<file path="src/rtl/prefix_add_seq32.sv">
// Sequential byte-sliced adder: one 8-bit slice per cycle, valid/ready on both sides.
// Define PREFIX_ADD_OVF_EN to add the signed-overflow output ovf.
module prefix_add_seq32 #(
  parameter int BYTES = 4
) (
  input  logic                 clk,
  input  logic                 rst_n,
  input  logic                 in_valid,
  output logic                 in_ready,
  input  logic [8*BYTES-1:0]   a,
  input  logic [8*BYTES-1:0]   b,
  input  logic                 cin,
  output logic                 out_valid,
  input  logic                 out_ready,
  output logic [8*BYTES-1:0]   sum,
  output logic                 cout
`ifdef PREFIX_ADD_OVF_EN
  ,
  output logic                 ovf
`endif
);

  localparam int W  = 8 * BYTES;
  localparam int CW = $clog2(BYTES + 1);

  typedef enum logic [1:0] {
    IDLE,
    RUN,
    DONE
  } state_t;

  state_t        state;
  logic [W-1:0]  ra;
  logic [W-1:0]  rb;
  logic          carry;
  logic [CW-1:0] cnt;
  logic [8:0]    slice;

  // Operands shift down so the current slice is always in the low byte.
  always_comb begin
    slice = {1'b0, ra[7:0]} + {1'b0, rb[7:0]} + {8'd0, carry};
  end

  always_ff @(posedge clk or negedge rst_n) begin
    if (!rst_n) begin
      state     <= IDLE;
      ra        <= '0;
      rb        <= '0;
      carry     <= 1'b0;
      cnt       <= '0;
      sum       <= '0;
      cout      <= 1'b0;
      out_valid <= 1'b0;
      in_ready  <= 1'b1;
`ifdef PREFIX_ADD_OVF_EN
      ovf       <= 1'b0;
`endif
    end else begin
      unique case (state)
        IDLE: begin
          if (in_valid) begin
            ra       <= a;
            rb       <= b;
            carry    <= cin;
            cnt      <= '0;
            in_ready <= 1'b0;
            state    <= RUN;
          end
        end
        RUN: begin
          if (cnt == CW'(BYTES)) begin
            cout      <= carry;
            out_valid <= 1'b1;
            state     <= DONE;
          end else begin
            for (int k = 0; k < BYTES; k++) begin
              if (cnt == CW'(k)) begin
                sum[8*k +: 8] <= slice[7:0];
              end
            end
`ifdef PREFIX_ADD_OVF_EN
            // carry into the sign bit xor carry out of it
            if (cnt == CW'(BYTES - 1)) begin
              ovf <= ra[7] ^ rb[7] ^ slice[7] ^ slice[8];
            end
`endif
            carry <= slice[8];
            ra    <= ra >> 8;
            rb    <= rb >> 8;
            cnt   <= cnt + 1'b1;
          end
        end
        DONE: begin
          if (out_ready) begin
            out_valid <= 1'b0;
            in_ready  <= 1'b1;
            state     <= IDLE;
          end
        end
        default: begin
          state <= IDLE;
        end
      endcase
    end
  end

endmodule

</file>
<file path="config.mk">
export PLATFORM = sky130hd
export DESIGN_NAME = prefix_add_seq32
export DESIGN_NICKNAME = d
export VERILOG_FILES = /design/src/rtl/prefix_add_seq32.sv
export SDC_FILE = /design/constraint.sdc
export NUM_CORES = 1
export LEC_CHECK = 0
export BUFFER_PORTS_ARGS = -buffer_cell sky130_fd_sc_hd__buf_2
export CAP_MARGIN = 5
export CORE_MARGIN = 2
export CORE_UTILIZATION = 40
export DETAILED_ROUTE_END_ITERATION = 16
export PLACE_DENSITY = 0.61
export SLEW_MARGIN = 20
export SYNTH_ARGS = -nofsm -noshare
export SYNTH_HDL_FRONTEND = slang
export SYNTH_SLANG_ARGS = --single-unit
</file>
<file path="constraint.sdc">
create_clock -name clk -period 6.2 [get_ports clk]
set_input_delay 1.24 -clock clk [delete_from_list [all_inputs] [get_ports clk]]
set_output_delay 1.24 -clock clk [all_outputs]
set_load 0.02 [all_outputs]
</file>
==> key figures <==
Outcome
  – Status: finished clean

Critical path
  – CP arrival: 2.92 ns
  – WP buf/inv: 2
  – Slowest CP cell: nor2_2
  – WP data required: 6.43 ns
  – Critical-path cell list: buf_2 > nand2b_1 > nor2_2 > nor2_4 > buf_4 > a22o_1
  – Largest delay share family, worst path: simple AND/OR/NAND/NOR gates
  – Critical path class: input pin to flip-flop
  – Crit path max fanout: 114
  – CP peak stage delay: 0.64 ns
  – Worst setup SP type: input pin
  – Worst setup EP type: flip-flop

Placed design
  – Hpwl dp: 6.692 mm
  – RePlAce Congestion: 0.7197
  – I/O Buffers: 103
  – DP Area: 5253 um2

Final layout
  – Nets: 604
  – Antenna cells: 0
  – Area of the multi-input gates: 1878 um2
  – Finished Cell Area: 5574 um2
  – Fillers: 1079
  – Area growth syn-to-layout: 19.73%
  – Layout cell share with drive strength beyond 1: 0.2510
  – Storage cell area: 2629 um2

Clocking
  – Cells resized by post-CTS repair: 0
  – CTS tree: built
  – Sink Count: 105
  – Clock H-tree levels: 3
  – CTS root buf: clkbuf_16
  – Clk buf depth: 2
  – Clock buffer count from CTS: 9
  – Postcts setup bufs: 0
  – Clock slew at reported path FFs: 0.07 ns
  – Clk_lat worst skew: 0.34 ns
  – Hold buffer count at CTS: 0

Synth
  – Mapped cell area: 4656 um2
  – Synth Warn #: 0
  – Largest family of logic cells by synthesized area: compound AO/OA/AOI/OAI gates
  – Synth Area in XOR/XNOR: 0.009406
  – Syn nets: 510
  – Post-synthesis compound-gate area fraction: 0.1483
  – Synth Instances: 427
  – Sequential area share after synthesis: 0.5646
  – FF+latch count, synth: 105
  – Netlist cell types: 31
  – Synth Area in Simple Gates: 0.08546
  – Syn avg cell area: 10.90 um2
  – Adder-cell share of the synthesized area: 0.04085
  – Mux cell area share after synthesis: 0.1177

Global route
  – Largest net degree at the start of global routing: 115
  – Total grt overflow: 0
  – Vias in the first global route: 3281
  – Initial antenna violation count: 0
  – Gr usage total: 0.1569
  – First-pass GRT wire length: 15.85 mm

Routing
  – Routed Antenna Nets: 0
  – DR vias/cell: 4.846
  – First-iteration detailed-routing DRC count: 143
  – Number of remaining DRC errors: 0
  – WL per Instance: 13.97 um
  – Via count: 3242
  – Final wirelength: 9.347 mm
  – Drt first pass iters: 4

Floorplanning
  – Die Area: 12520 um2
  – Die extent in y: 111.9 um
  – IO Count: 104
  – Die width: 111.9 um
  – Starting Density: 0.4095
  – # rows: 39
  – Core area: 11370 um2

Power and ir drop
  – Power Internal: 0.001836 W
  – Clk network pwr share: 0.183
  – Leakage power: 2.706 nW
  – Cell Pwr Density: 561.7 nW/um2
  – Comb pwr share: 0.448
  – IR drop worst, VDD: 321.7 uV
  – Sequential Power Share: 0.369
  – Sw frac: 0.4135
  – P_sw: 0.001295 W

Timing
  – Setup TNS: 0 ns
  – Final setup vio count: 0
  – Hold Vio Cnt, Final: 0
  – Final worst-path cycle share: 0.4341
  – Slew at the pin closest to its max-slew limit: 0.9525 ns
  – Worst rel slew slack: 0.3650
  – RSZ-0062 raised after global routing: false
  – Final Critical Period: 2.691 ns
  – Fmax: 0.3716 GHz
  – Max-slew violation count: 0
  – Clk_skew: 0.01177 ns

Worst hold path
  – Hold Path Class: flip-flop to flip-flop

Flow run
  – Max cap viols: 0
-- through the flow --
| step | hold WS, ns | power (W) | utilization | std cells | worst slack (ns) |
|---|---|---|---|---|---|
| floorplan | 0.4490 | 0.002219 | - | 427 | 3.983 |
| finish | 0.4724 | 0.003131 | 0.4903 | 669 | 3.509 |
| detailed placement | 0.4649 | 0.002592 | 0.4620 | 652 | 3.130 |
| global route | 0.5040 | 0.003419 | 0.4903 | 669 | 3.260 |
| global placement | 0.4573 | 0.002539 | 0.4620 | 652 | 3.164 |
| CTS | 0.4806 | 0.003171 | 0.4885 | 668 | 3.489 |
-- placed cells by master, fill, tap and decap left out, types with 2 or more instances in the layout --
master,n
mux2i_1,48
nand2_1,83
o211ai_1,2
clkbuf_16,9
a21oi_1,6
a21o_1,2
o21ai_0,80
buf_4,3
inv_6,3
mux2_2,6
ha_1,12
nand2b_1,3
fa_1,2
o21ai_1,4
buf_2,102
nor2_1,7
a22o_1,17
a211oi_1,3
dfrtp_1,104
xor2_1,4
inv_1,9
-- synth_stat cells (all sizes together) --
| cell | n | area share |
|---|---|---|
| mux2i | 48 | 0.10 |
| nand3 | 1 | 0.0011 |
| o211ai | 2 | 0.0032 |
| o21ai | 84 | 0.090 |
| nand4 | 1 | 0.0013 |
| xnor2 | 1 | 0.0019 |
| or3 | 1 | 0.0013 |
| fa | 2 | 0.0086 |
| nor2 | 9 | 0.0094 |
| a21o | 2 | 0.0032 |
| a21oi | 7 | 0.0099 |
| a22oi | 1 | 0.0016 |
| nand2 | 83 | 0.067 |
| ha | 12 | 0.032 |
| o311ai | 1 | 0.0019 |
| a22o | 17 | 0.032 |
| a211oi | 3 | 0.0048 |
| dfrtp | 104 | 0.56 |
| mux2 | 6 | 0.015 |
| xor2 | 4 | 0.0075 |
| inv | 9 | 0.0073 |
| a31oi | 1 | 0.0013 |
| dfstp | 1 | 0.0056 |
| buf | 17 | 0.021 |
| clkbuf | 6 | 0.0048 |
| nand2b | 4 | 0.0054 |
-- worst min-delay path, cell delays in order (launching register included) --
cell,delay [ns]
dfrtp_1,0.34
nand2_1,0.05
o21ai_0,0.06
-- area by class of cell --
cell class | instances | area share
clock inverters | 6 | 0.01302
inverters | 9 | 0.006061
well taps | 143 | 0.03210
flip-flops and latches | 105 | 0.4716
clock buffers | 10 | 0.04108
multi-input cells | 290 | 0.3369
repair buffers | 106 | 0.09921
-- flip-flops by register name (all words and copies together), names as in the netlist, 2 cells and up --
signal	cells
cnt	3
sum	32
state	2
rb	32
ra	32
-- final timing paths --
check	end	startpoint	cells past startpoint	slack [ns]
max	carry	in_valid	6	3.51
min	sum[20]	sum[20]	2	0.47
max reg2reg	carry	state[1]	6	3.52
min reg2reg	sum[20]	sum[20]	2	0.47
max in group asynchronous	rb[11]	rst_n	3	4.37
min in group asynchronous	ra[16]	rst_n	1	0.78
-- layer usage --
metal  part of all wire  routed length [um]  track usage
met2               0.45                4224       0.2477
met4              0.013                 125      0.04527
met5                  0                   0            0
met3              0.070                 656      0.04682
met1               0.46                4341       0.2113
-- cell families (layout without fill, tap and decap cells) --
logic type | after synthesis | count (layout)
fa+ha+maj | 14 | 14
xor+xnor | 5 | 5
mux | 54 | 54
simple gates | 99 | 99
flops | 105 | 105
compound gates | 118 | 118
buf+inv | 32 | 131
-- power groups by stage --
stage,combinational [W],clock [W],sequential [W]
floorplan,0.000974,0,0.00125
CTS,0.00142,0.000590,0.00116
detailed placement,0.00142,0,0.00117
global route,0.00161,0.000620,0.00119
global placement,0.00138,0,0.00116
finish,0.00140,0.000572,0.00116
No activity file was read; power rests on OpenSTA's default activity.
